===== src/rtl/shift_add_multiplier_pkg.sv =====
// rtl/shift_add_multiplier_pkg.sv - shared types and helpers for the shift-and-add multiplier
package multiplier_pkg;

  typedef enum logic [1:0] {IDLE, BUSY, DONE} mult_state_t;

  // Step counter must be able to hold the value N itself.
  function automatic int cnt_width(input int n);
    return $clog2(n + 1);
  endfunction

endpackage


===== src/rtl/shift_add_multiplier_if.sv =====
// rtl/shift_add_multiplier_if.sv - operand/result bundle; done exists only with MULTIPLIER_DONE_PULSE_EN
interface shift_add_multiplier_if #(
  parameter int N = 4
);
  logic           start;
  logic [N-1:0]   multiplicand;
  logic [N-1:0]   multiplier;
  logic [2*N-1:0] product;
  logic           ready;
`ifdef MULTIPLIER_DONE_PULSE_EN
  logic           done;
`endif

  modport master (
    output start, multiplicand, multiplier,
`ifdef MULTIPLIER_DONE_PULSE_EN
    input  done,
`endif
    input  product, ready
  );

  modport slave (
    input  start, multiplicand, multiplier,
`ifdef MULTIPLIER_DONE_PULSE_EN
    output done,
`endif
    output product, ready
  );

endinterface


===== src/rtl/shift_add_multiplier_step.sv =====
// rtl/shift_add_multiplier_step.sv - one combinational add-and-shift step of the multiplier
module shift_add_step #(
  parameter int N = 4
) (
  input  logic [2*N-1:0] product_i,
  input  logic [N-1:0]   multiplicand_i,
  output logic [2*N-1:0] product_o
);

  logic [N:0]   upper_sum;
  logic [2*N:0] wide;

  // The carry out of the upper add becomes the new MSB after the shift.
  always_comb begin
    upper_sum = {1'b0, product_i[2*N-1:N]};
    if (product_i[0]) begin
      upper_sum = upper_sum + {1'b0, multiplicand_i};
    end
    wide      = {upper_sum, product_i[N-1:0]};
    product_o = wide[2*N:1];
  end

endmodule


===== src/rtl/shift_add_multiplier.sv =====
// rtl/shift_add_multiplier.sv - sequential N x N -> 2N multiplier; MULTIPLIER_DONE_PULSE_EN adds a done pulse
module shift_add_multiplier #(
  parameter int N = 4
) (
  input logic                  clock,
  input logic                  reset,
  shift_add_multiplier_if.slave bus
);
  import multiplier_pkg::*;

  localparam int CW = cnt_width(N);

  mult_state_t    state_q, state_d;
  logic [CW-1:0]  cnt_q, cnt_d;
  logic [N-1:0]   mcand_q, mcand_d;
  logic [2*N-1:0] product_q, product_d;
  logic [2*N-1:0] step_product;
  logic           ready_q, ready_d;
`ifdef MULTIPLIER_DONE_PULSE_EN
  logic           done_q, done_d;
`endif

  shift_add_step #(.N(N)) u_step (
    .product_i      (product_q),
    .multiplicand_i (mcand_q),
    .product_o      (step_product)
  );

  always_comb begin
    state_d   = state_q;
    cnt_d     = cnt_q;
    mcand_d   = mcand_q;
    product_d = product_q;
    ready_d   = ready_q;
`ifdef MULTIPLIER_DONE_PULSE_EN
    done_d    = 1'b0;
`endif
    case (state_q)
      IDLE, DONE: begin
        if (bus.start) begin
          mcand_d   = bus.multiplicand;
          product_d = {{N{1'b0}}, bus.multiplier};
          cnt_d     = '0;
          ready_d   = 1'b0;
          state_d   = BUSY;
        end
      end
      BUSY: begin
        product_d = step_product;
        cnt_d     = cnt_q + CW'(1);
        // Last step completes the result on this same edge.
        if (cnt_q == CW'(N - 1)) begin
          ready_d = 1'b1;
          state_d = DONE;
`ifdef MULTIPLIER_DONE_PULSE_EN
          done_d  = 1'b1;
`endif
        end
      end
      default: state_d = IDLE;
    endcase
  end

  always_ff @(posedge clock) begin
    if (reset) begin
      state_q   <= IDLE;
      cnt_q     <= '0;
      mcand_q   <= '0;
      product_q <= '0;
      ready_q   <= 1'b0;
`ifdef MULTIPLIER_DONE_PULSE_EN
      done_q    <= 1'b0;
`endif
    end else begin
      state_q   <= state_d;
      cnt_q     <= cnt_d;
      mcand_q   <= mcand_d;
      product_q <= product_d;
      ready_q   <= ready_d;
`ifdef MULTIPLIER_DONE_PULSE_EN
      done_q    <= done_d;
`endif
    end
  end

  assign bus.product = product_q;
  assign bus.ready   = ready_q;
`ifdef MULTIPLIER_DONE_PULSE_EN
  assign bus.done    = done_q;
`endif

endmodule


===== src/flat_wrapper.sv =====
// flat-port wrapper written by rule: the top's interface ports become plain ports
module shift_add_multiplier_flat import multiplier_pkg::*;
#(
  parameter int N = 4
)
  (clock, reset, bus_start, bus_multiplicand, bus_multiplier, bus_product, bus_ready);
  shift_add_multiplier_if #(.N(N)) bus_i ();
  input logic clock;
  input logic reset;
  input wire logic [$bits(bus_i.start)-1:0] bus_start;
  input wire logic [$bits(bus_i.multiplicand)-1:0] bus_multiplicand;
  input wire logic [$bits(bus_i.multiplier)-1:0] bus_multiplier;
  output wire logic [$bits(bus_i.product)-1:0] bus_product;
  output wire logic [$bits(bus_i.ready)-1:0] bus_ready;
  assign bus_i.start = bus_start;
  assign bus_i.multiplicand = bus_multiplicand;
  assign bus_i.multiplier = bus_multiplier;
  assign bus_product = bus_i.product;
  assign bus_ready = bus_i.ready;
  shift_add_multiplier #(.N(N)) u_core (.clock(clock), .reset(reset), .bus(bus_i));
endmodule

===== config.mk =====
export PLATFORM = sky130hd
export DESIGN_NAME = shift_add_multiplier_flat
export DESIGN_NICKNAME = d
export VERILOG_FILES = /design/src/rtl/shift_add_multiplier_pkg.sv /design/src/rtl/shift_add_multiplier_if.sv /design/src/rtl/shift_add_multiplier_step.sv /design/src/rtl/shift_add_multiplier.sv /design/src/flat_wrapper.sv
export SDC_FILE = /design/constraint.sdc
export NUM_CORES = 1
export LEC_CHECK = 0
export ABC_AREA = 1
export CORE_MARGIN = 2
export CORE_UTILIZATION = 30
export CTS_BUF_LIST = sky130_fd_sc_hd__clkbuf_16
export DETAILED_ROUTE_END_ITERATION = 7
export PLACE_DENSITY_LB_ADDON = 0.15
export REMOVE_ABC_BUFFERS = 1
export SLEW_MARGIN = 20
export SYNTH_ARGS = -nofsm -noshare
export SYNTH_HDL_FRONTEND = slang
export SYNTH_SLANG_ARGS = --single-unit

===== constraint.sdc =====
create_clock -name clock -period 1.7 [get_ports clock]
set_input_delay 0.34 -clock clock [delete_from_list [all_inputs] [get_ports clock]]
set_output_delay 0.34 -clock clock [all_outputs]
set_load 0.02 [all_outputs]

==> results by group <==
Cells and area
  • Area grow syn2layout: 33.4%
  • Most frequent cells in the layout: 19 x clkdlybuf4s50_1, 18 x dfxtp_1, 17 x nand2_1
  • Commonest non-fill, non-tap cell in the layout: clkdlybuf4s50_1
  • Nets: 158
  • Proportion of layout cells with a drive suffix above 1: 11.5%
  • Antenna cells: 0
  • Design area: 1240 um2

Timing
  • Post-route setup slack: 0.0890 ns
  • Unrepaired setup endpoints after global routing: false
  • Least-Margin Pin Slew: 0.279 ns
  • Slew HR: 81.3%
  • Clock skew: 0.00336 ns
  • Finish-stage setup viols: 0
  • Hold Fails Final Rpt: 0
  • Crit path time final: 1.61 ns
  • Fin crit share: 94.8%
  • Setup TNS: 0 ns
  • Max Fclk: 0.621 GHz
  • Final Slew Violations: 0
  • Hold slack: 0.454 ns

Placed design
  • I/O Buffers: 19
  • Routability Congestion: 0.796
  • Placed cell area: ~1200 um2
  • Worst slack, placed: 0.183 ns
  • Dpl hpwl: 1520 um

Clock tree
  • CTS sink cnt: 18
  • Hold-fix buffers at CTS: 0
  • CTS clk-pin slew, worst paths: 0.05 ns
  • Worst-Skew Late Latency: 0.25 ns
  • CTS buffer count: 3
  • # resized after CTS: 0
  • Clock Path Buffers: 2
  • H-Tree Depth: 1
  • Clock root cell: clkbuf_16
  • Post-CTS setup buffers: 0
  • CTS tree: yes

Critical path
  • Startpoint types: register
  • Crit path max-delay family: buffers and inverters
  • Crit path capture type: output pin
  • Crit-path slowest cell: clkdlybuf4s50_1
  • WP buf/inv: 1
  • Crit-path max FO: 5
  • Cell Chain, Critical Path: clkdlybuf4s50_1
  • CP required: 1.36 ns
  • Max incr delay on CP: between 0.6 and 0.7 ns
  • Crit path DAT: approximately 1.3 ns
  • Critical path type: reg -> out

Global routing
  • Total GRT Usage: 13.5%
  • Grt total ovfl: 0
  • Pin count of the biggest net entering global routing: 13
  • First-pass GRT wire length: approximately 3500 um
  • Initial antenna violation count: 0
  • Vias in the first global route: 768

Floorplanning
  • I/O Pins: 20
  • Die Y: between 50 and 60 um
  • Die Width: around 60 um
  • Total core area: ~3000 um2
  • Std cell rows: 20
  • Initial core utilization: 31.0%
  • Die area: roughly 3600 um2

Power and ir drop
  • Internal power: ~860 uW
  • Switching share of power: 25.7%
  • Worst vdd ir: 0.630 mV
  • Pleak: about 0.00048 uW
  • PwrDens: approximately 930 nW/um2
  • Clock Power Share: approximately two fifths
  • P_sw: 296 uW
  • Logic gate share of total power: a little under a fifth
  • Flop pwr share: 40.6%
  • Post-layout total power: around 1200 uW

Detailed routing
  • Routed len/inst: 11.7 um
  • Vias per cell: around 4.7
  • Violation count after the first detailed-route iteration: 32
  • DR pass1 iterations: 4
  • Routed Wire Length: ~2000 um
  • Vias: 816
  • DRC viols: 0
  • Antenna Nets Post-Route: 0

Synth
  • Synth Area per Inst: approximately 8 um2
  • Gate Count Post-Synth: 117
  • Seq cells post-synth: 18
  • Sequential share of the synthesized area: 38.8%
  • Mapped Area: around 930 um2
  • Synth warn: 0
  • Distinct cells, synth: 25

Job
  • Max-Cap Viols: 0

Worst hold path
  • Min-Delay Path Class: reg -> reg

Status
  • Run status: finished clean
[cell usage after synthesis, drive strengths merged]
library cell / count / area, um2
nor3: 5 / 35.0
o21ai: 11 / 55.1
nor2: 14 / 60.1
inv: 15 / 63.8
a21oi: 15 / 78.8
fa: 1 / 20.0
o22ai: 1 / 6.26
clkbuf: 1 / 5.00
a211oi: 2 / 25.0
nand2: 19 / 95.1
buf: 2 / 10.0
nand3: 5 / 25.0
dfxtp: 18 / 360
nand3b: 1 / 7.51
o211ai: 1 / 7.51
ha: 6 / 75.1
[metal layers]
layer | part of all wire, % | up-vias | wire (um) | GRT usage, %
met5 | 0 | - | 0 | 0
met4 | 1.5 | 0 | 31 | 6.67
met3 | 3.7 | 4 | 74 | 3.90
met2 | 47 | 13 | 942 | 20.0
met1 | 48 | 362 | 965 | 17.9
li1 | - | 437 | - | -
[cells by family after synthesis]
| family | count (synthesis) | synth area share (%) |
|---|---|---|
| AOI/OAI and AO/OA | 30 | 18.6 |
| and+or+nand+nor | 44 | 24.0 |
| DFF | 18 | 38.8 |
| buffers and inverters | 18 | 8.48 |
| adders and majority gates | 7 | 10.2 |
[power by group through the flow]
stage	sequential (uW)	clock (uW)	combinational, uW
4_1_cts	468	494	221
3_5_place_dp	477	0	221
6_report	468	467	219
5_1_grt	473	502	243
2_1_floorplan	494	0	113
3_3_place_gp	477	0	220
[flip-flops by register name (all words and copies together), names as in the netlist]
name / count
u_core.mcand_q: 4
u_core.bus.ready: 1
u_core.bus.product: 8
u_core.state_q: 2
u_core.cnt_q: 3
[worst paths after layout]
kind / endpoint / slack [ns] / depth (start not counted) / start
max: bus_product[5] / 0.09 / 1 / u_core.bus.product[5]
min reg2reg: u_core.cnt_q[0] / 0.45 / 1 / u_core.cnt_q[0]
min: u_core.cnt_q[0] / 0.45 / 1 / u_core.cnt_q[0]
max reg2reg: u_core.bus.product[7] / 0.17 / 8 / u_core.bus.product[4]
[stage by stage]
stage	util, %	cells
final	41.3	172
after global routing	41.3	172
after CTS	41.3	172
after detailed placement	38.7	168
after global placement	38.7	168
after floorplan	-	114
[area by class of cell]
cell class                 count  area [um2]
tap                           33        41.3
clock buffer                   3        75.1
clock inverter                 1        3.75
fill                         322        1760
timing repair buffer          21         205
sequential                    18         360
inverter                      15        63.8
multi-input combinational     81         490
Note: power is estimated with default switching activity, not from simulation.
==> patch 1, RTL diff (config.mk and constraints unchanged) <==
The 3 states of `mult_state_t` get a one-hot encoding in 3 bits.
--- a/src/rtl/shift_add_multiplier_pkg.sv
+++ b/src/rtl/shift_add_multiplier_pkg.sv
@@ -2,5 +2,5 @@
 package multiplier_pkg;
 
-  typedef enum logic [1:0] {IDLE, BUSY, DONE} mult_state_t;
+  typedef enum logic [2:0] {IDLE = 3'b001, BUSY = 3'b010, DONE = 3'b100} mult_state_t;
 
   // Step counter must be able to hold the value N itself.
Formal check against the unedited RTL: no difference found for any inputs over 10 cycles, from zero or initial values and one cycle with reset high; not proved beyond that.
==> patch 1 against the original RTL <==
First-iteration DRC count fell by 34%; sequential cell count grew 1; total power increased by 3.5%; routed wire length is 15% higher; clock skew shrank 0.0017 ns; final area rose by 8.4%; worst setup slack worse by 0.042 ns; via count rose by 16%; worst hold slack improved by 0.0040 ns; synthesized area grew 7.8%; largest cell class unchanged; largest power group unchanged.
==> patch 1: results (changes against the original RTL) <==
outcome:
  outcome: "complete, no violations"  # unchanged
synth:
  synth_cell_type_count: 21  # was 25
  synth_area_leaders: "dfxtp_1 (38%), nand2_1 (13%), a21oi_1 (7.5%), ha_1 (7.5%), o21ai_0 (5.5%)"  # was dfxtp_1 (39%), ha_1 (8.1%), a21oi_1 (7.5%), nand2_1 (6.9%), nor2_1 (5.2%)
  seq_area_frac_synth_pct: 38.0  # was 38.8%
  ys_top_cells_by_count: "nand2_1 (34), dfxtp_1 (19), a21oi_1 (15)"  # was dfxtp_1 (18), nand2_1 (17), a21oi_1 (14)
  synth_edf_count: 0  # unchanged
  synth_warnings: 0  # unchanged
  avgSynthCellArea_um2: 7.21  # was 7.95 um2
setup_path:
  slowest_stage: "clkdlybuf4s50_1"  # unchanged
  cp.arrival_ns: 1.31  # was 1.27 ns
sta:
  finClkSkew_ns: 0.00165  # was 0.00336 ns
  max_slew_margin_pct: 80.0  # was 81.3%
placed_design:
  dp_hpwl_um: 1680  # was 1520 um
  place.gp.congestion: 0.817  # was 0.796
  dp_cells: 204  # was 168
  pre_cts_ws_ns: 0.133  # was 0.183 ns
  placed_area_um2: 1260  # was 1160 um2
finish:
  nets: 183  # was 158
  stdcell_count: 208  # was 172
  diodes: 0  # unchanged
  layout-drive-gt1-share_pct: 9.76  # was 11.5%
global_routing:
  busiest_layer: "met2"  # unchanged
  groute.usage.overall_pct: 14.0  # was 13.5%
  grt_max_degree: 12  # was 13
  met1_usage_pct: 18.5  # was 17.9%
  grt_pass1_wl_um: 3950  # was 3480 um
  use_met2_pct: 22.4  # was 20.0%
  grt_use_met3_pct: 3.73  # was 3.90%
  grt_pass1_vias: 922  # was 768
power:
  max-vdd-ir-drop_uv: 678  # was 630 uV
  power_leakage_nw: 0.577  # was 0.485 nW
clock_tree:
  clk_pin_slew_ns: 0.05  # about the same
  cts_max_level: 1  # unchanged
  post_cts_buffers: 0  # unchanged
detailed_routing:
  drt_iter0_drc: 21  # was 32
  detail_route.wl_per_cell_um: 11.1  # was 11.7 um
  avgViaCountPerCell: 4.55  # was 4.74
[patch 1: layout make-up]
class	instances	area, um2
clock buffer	3	75.1
clock inverter	1	3.75
fill	334	1780
inverter	19	73.8
multi-input combinational	98	528
sequential	19	380
tap	44	55.1
timing repair buffer	24	228
[patch 1: final timing paths]
check,start,end,slack (ns),cells after the start
worst min-delay path,u_core.cnt_q[0],u_core.cnt_q[0],0.46,1
worst min register to register,u_core.cnt_q[0],u_core.cnt_q[0],0.46,1
worst max register to register,u_core.mcand_q[0],u_core.bus.product[7],0.23,8
worst max-delay path,u_core.bus.product[5],bus_product[5],0.05,1
[patch 1: worst reg2reg max path: stages (launching register included)]
cell and delay [ns]:
dfxtp_1 0.34, ha_1 0.19, inv_1 0.06, fa_1 0.37
inv_1 0.08, nand2_1 0.05, a21oi_1 0.11, o21ai_0 0.08
a21oi_1 0.13
[patch 1: power breakdown]
part,switching [mW],internal (mW),leakage (nW),total [mW]
clock network,0.170,0.313,0.0423,0.483
registers,0.0181,0.475,0.155,0.493
logic,0.125,0.0935,0.379,0.219
total,0.313,0.881,0.577,1.19
[patch 1: cell families after synthesis]
logic type / count (synthesis) / synth area share [%]
buffers and inverters: 22 / 9.36
adders and majority gates: 7 / 9.49
and+or+nand+nor: 63 / 28.6
DFF: 19 / 38.0
AOI/OAI and AO/OA: 28 / 14.6
[patch 1: routing by layer]
| layer | wire length [um] | vias to the layer above | share of wire (%) |
|---|---|---|---|
| li1 | - | 503 | - |
| met1 | 1230 | 417 | 53 |
| met2 | 975 | 24 | 42 |
| met3 | 93 | 2 | 4.0 |
| met4 | 17 | 0 | 0.73 |
| met5 | 0 | - | 0 |
==> patch 2, RTL diff (config.mk and constraints unchanged) <==
Without the edit above. `N` is set to 4 in 4 places; all go to 8.
--- a/src/rtl/shift_add_multiplier_if.sv
+++ b/src/rtl/shift_add_multiplier_if.sv
@@ -1,5 +1,5 @@
 // rtl/shift_add_multiplier_if.sv - operand/result bundle; done exists only with MULTIPLIER_DONE_PULSE_EN
 interface shift_add_multiplier_if #(
-  parameter int N = 4
+  parameter int N = 8
 );
   logic           start;
--- a/src/rtl/shift_add_multiplier_step.sv
+++ b/src/rtl/shift_add_multiplier_step.sv
@@ -1,5 +1,5 @@
 // rtl/shift_add_multiplier_step.sv - one combinational add-and-shift step of the multiplier
 module shift_add_step #(
-  parameter int N = 4
+  parameter int N = 8
 ) (
   input  logic [2*N-1:0] product_i,
--- a/src/rtl/shift_add_multiplier.sv
+++ b/src/rtl/shift_add_multiplier.sv
@@ -1,5 +1,5 @@
 // rtl/shift_add_multiplier.sv - sequential N x N -> 2N multiplier; MULTIPLIER_DONE_PULSE_EN adds a done pulse
 module shift_add_multiplier #(
-  parameter int N = 4
+  parameter int N = 8
 ) (
   input logic                  clock,
--- a/src/flat_wrapper.sv
+++ b/src/flat_wrapper.sv
@@ -2,5 +2,5 @@
 module shift_add_multiplier_flat import multiplier_pkg::*;
 #(
-  parameter int N = 4
+  parameter int N = 8
 )
   (clock, reset, bus_start, bus_multiplicand, bus_multiplier, bus_product, bus_ready);
Ports: changed (resized bus_multiplicand, bus_multiplier and bus_product); port bits go from 20 to 36. The function was not compared with the original's and may differ.
==> patch 2 against the original RTL <==
Sequential cell count up 13; total power up 70%; core utilization up 0.28 points; synthesized area up 78%; worst setup slack worse by 0.029 ns; final area up 81%; via count up 91%; routed wire length up 100%; critical path depth unchanged.
==> patch 2: results (changes against the original RTL) <==
outcome:
  outcome: "complete, no violations"  # unchanged
detailed_routing:
  drt_iter0_drc: 112  # was 32
  firstDrtPassIters: 4  # unchanged
  top_layer_used: "met4"  # unchanged
  detail_route.wl_per_cell_um: 12.0  # was 11.7 um
  wl_met1_um: 2010  # was 965 um
  wl_met2_um: 1880  # was 942 um
  avgViaCountPerCell: 4.55  # was 4.74
  route.met3.wl_um: 160  # was 74 um
setup_path:
  worst-r2r-setup-slack_ns: 0.15  # was 0.17 ns
  r2r_cells: 9  # was 8
  critPathMaxStageDelay_ns: 0.63  # about the same
  crit_family: "buffers and inverters"  # unchanged
  r2r_start: "u_core.bus.product[8]"  # was u_core.bus.product[4]
  crit_fanout: 4  # was 5
  crit_path_end: "bus_product[10]"  # was bus_product[5]
  crit_start: "u_core.bus.product[10]"  # was u_core.bus.product[5]
  cp.arrival_ns: 1.30  # was 1.27 ns
  rr_endpoint: "u_core.bus.product[11]"  # was u_core.bus.product[7]
finish:
  layout_commonest_cell: "nand2_1"  # was clkdlybuf4s50_1
  layout-drive-gt1-share_pct: 9.26  # was 11.5%
  nets: 299  # was 158
  nFillCells: 586  # was 322
  largest_reg_flops: 16  # was 8
placed_design:
  place.gp.congestion: 0.798  # was 0.796
  port-buffer-count: 35  # was 19
  dp_hpwl_um: 3060  # was 1520 um
  pre_cts_ws_ns: 0.0857  # was 0.183 ns
sta:
  fmax_mhz: 610  # was 621 MHz
  tightest_slew_ns: 0.318  # was 0.279 ns
  finClkSkew_ns: 0.00580  # was 0.00336 ns
power:
  power_leakage_nw: 0.960  # was 0.485 nW
  max-vdd-ir-drop_uv: 519  # was 630 uV
clock_tree:
  cts-buffers-inserted: 5  # was 3
  cts_max_level: 2  # was 1
  cts.path.max_buffers: 2  # unchanged
  clk_pin_slew_ns: 0.05  # about the same
  clkLatencyLatePin_ns: 0.27  # was 0.25 ns
synth:
  ys.flop_type: "dfxtp_1"  # unchanged
  synth_area_leaders: "dfxtp_1 (38%), nand2_1 (14%), ha_1 (6.8%), a21oi_1 (6.7%), nor2_1 (6.1%)"  # was dfxtp_1 (39%), ha_1 (8.1%), a21oi_1 (7.5%), nand2_1 (6.9%), nor2_1 (5.2%)
  seq_area_frac_synth_pct: 37.6  # was 38.8%
  synth_warnings: 0  # unchanged
  ys_top_cells_by_count: "nand2_1 (61), dfxtp_1 (31), nor2_1 (27)"  # was dfxtp_1 (18), nand2_1 (17), a21oi_1 (14)
  synth_cell_type_count: 30  # was 25
global_routing:
  grt_max_degree: 19  # was 13
  grt_pass1_vias: 1506  # was 768
  groute.usage.overall_pct: 14.8  # was 13.5%
  grt_pass1_wl_um: 7130  # was 3480 um
  antenna_found_initial: 0  # unchanged
worst_hold_path:
  hp-class: "reg -> reg"  # unchanged
## patch 2: layout make-up
| type | count | share of cell area (%) |
|---|---|---|
| timing repair buffer | 42 | 18.3 |
| sequential | 31 | 27.6 |
| clock buffer | 5 | 5.57 |
| clock inverter | 2 | 0.390 |
| tap | 72 | 4.01 |
| multi-input combinational | 168 | 40.0 |
| inverter | 22 | 4.12 |
## patch 2: per-layer routing
layer  vias up  global-route usage, %
li1        830                      -
met1       694                   18.9
met2        28                   24.4
met3         5                   4.02
met4         0                   4.21
met5         -                      0
## patch 2: metrics by stage
stage / util, % / cell area (um2) / std cells / TNS [ns]
2_1_floorplan: - / 1610 / 221 / -0.00171
3_3_place_gp: 38.8 / 2100 / 335 / 0
3_5_place_dp: 38.8 / 2100 / 335 / 0
4_1_cts: 41.3 / 2230 / 342 / 0
5_1_grt: 41.6 / 2250 / 342 / 0
6_report: 41.6 / 2250 / 342 / 0
## patch 2: repair_timing
item	in CTS	in global routing
hold buffers	0	0
resized for setup	0	5
setup endpoints to repair	0	5
setup buffers	0	0
## patch 2: cell families after synthesis
kind of cell | Yosys count | share of synthesized area, %
xor+xnor | 3 | 1.59
simple gates | 107 | 27.8
flops | 31 | 37.6
buf+inv | 30 | 8.41
fa+ha+maj | 10 | 8.03
compound gates | 48 | 16.6
## patch 2: power breakdown
part | internal [mW] | switching [mW] | total [mW]
clock network | 0.525 | 0.308 | 0.833
logic | 0.147 | 0.190 | 0.337
registers | 0.769 | 0.0281 | 0.797
## patch 2: worst min path at each step
stage                    startpoint         endpoint  slack (ns)  depth (start not counted)
finish              u_core.cnt_q[3]  u_core.cnt_q[3]        0.47                          1
global route        u_core.cnt_q[3]  u_core.cnt_q[3]        0.49                          1
detailed placement  u_core.cnt_q[3]  u_core.cnt_q[3]        0.46                          1
floorplan                     reset  u_core.cnt_q[2]        0.41                          1
CTS                 u_core.cnt_q[3]  u_core.cnt_q[3]        0.48                          1
global placement    u_core.cnt_q[3]  u_core.cnt_q[3]        0.46                          1
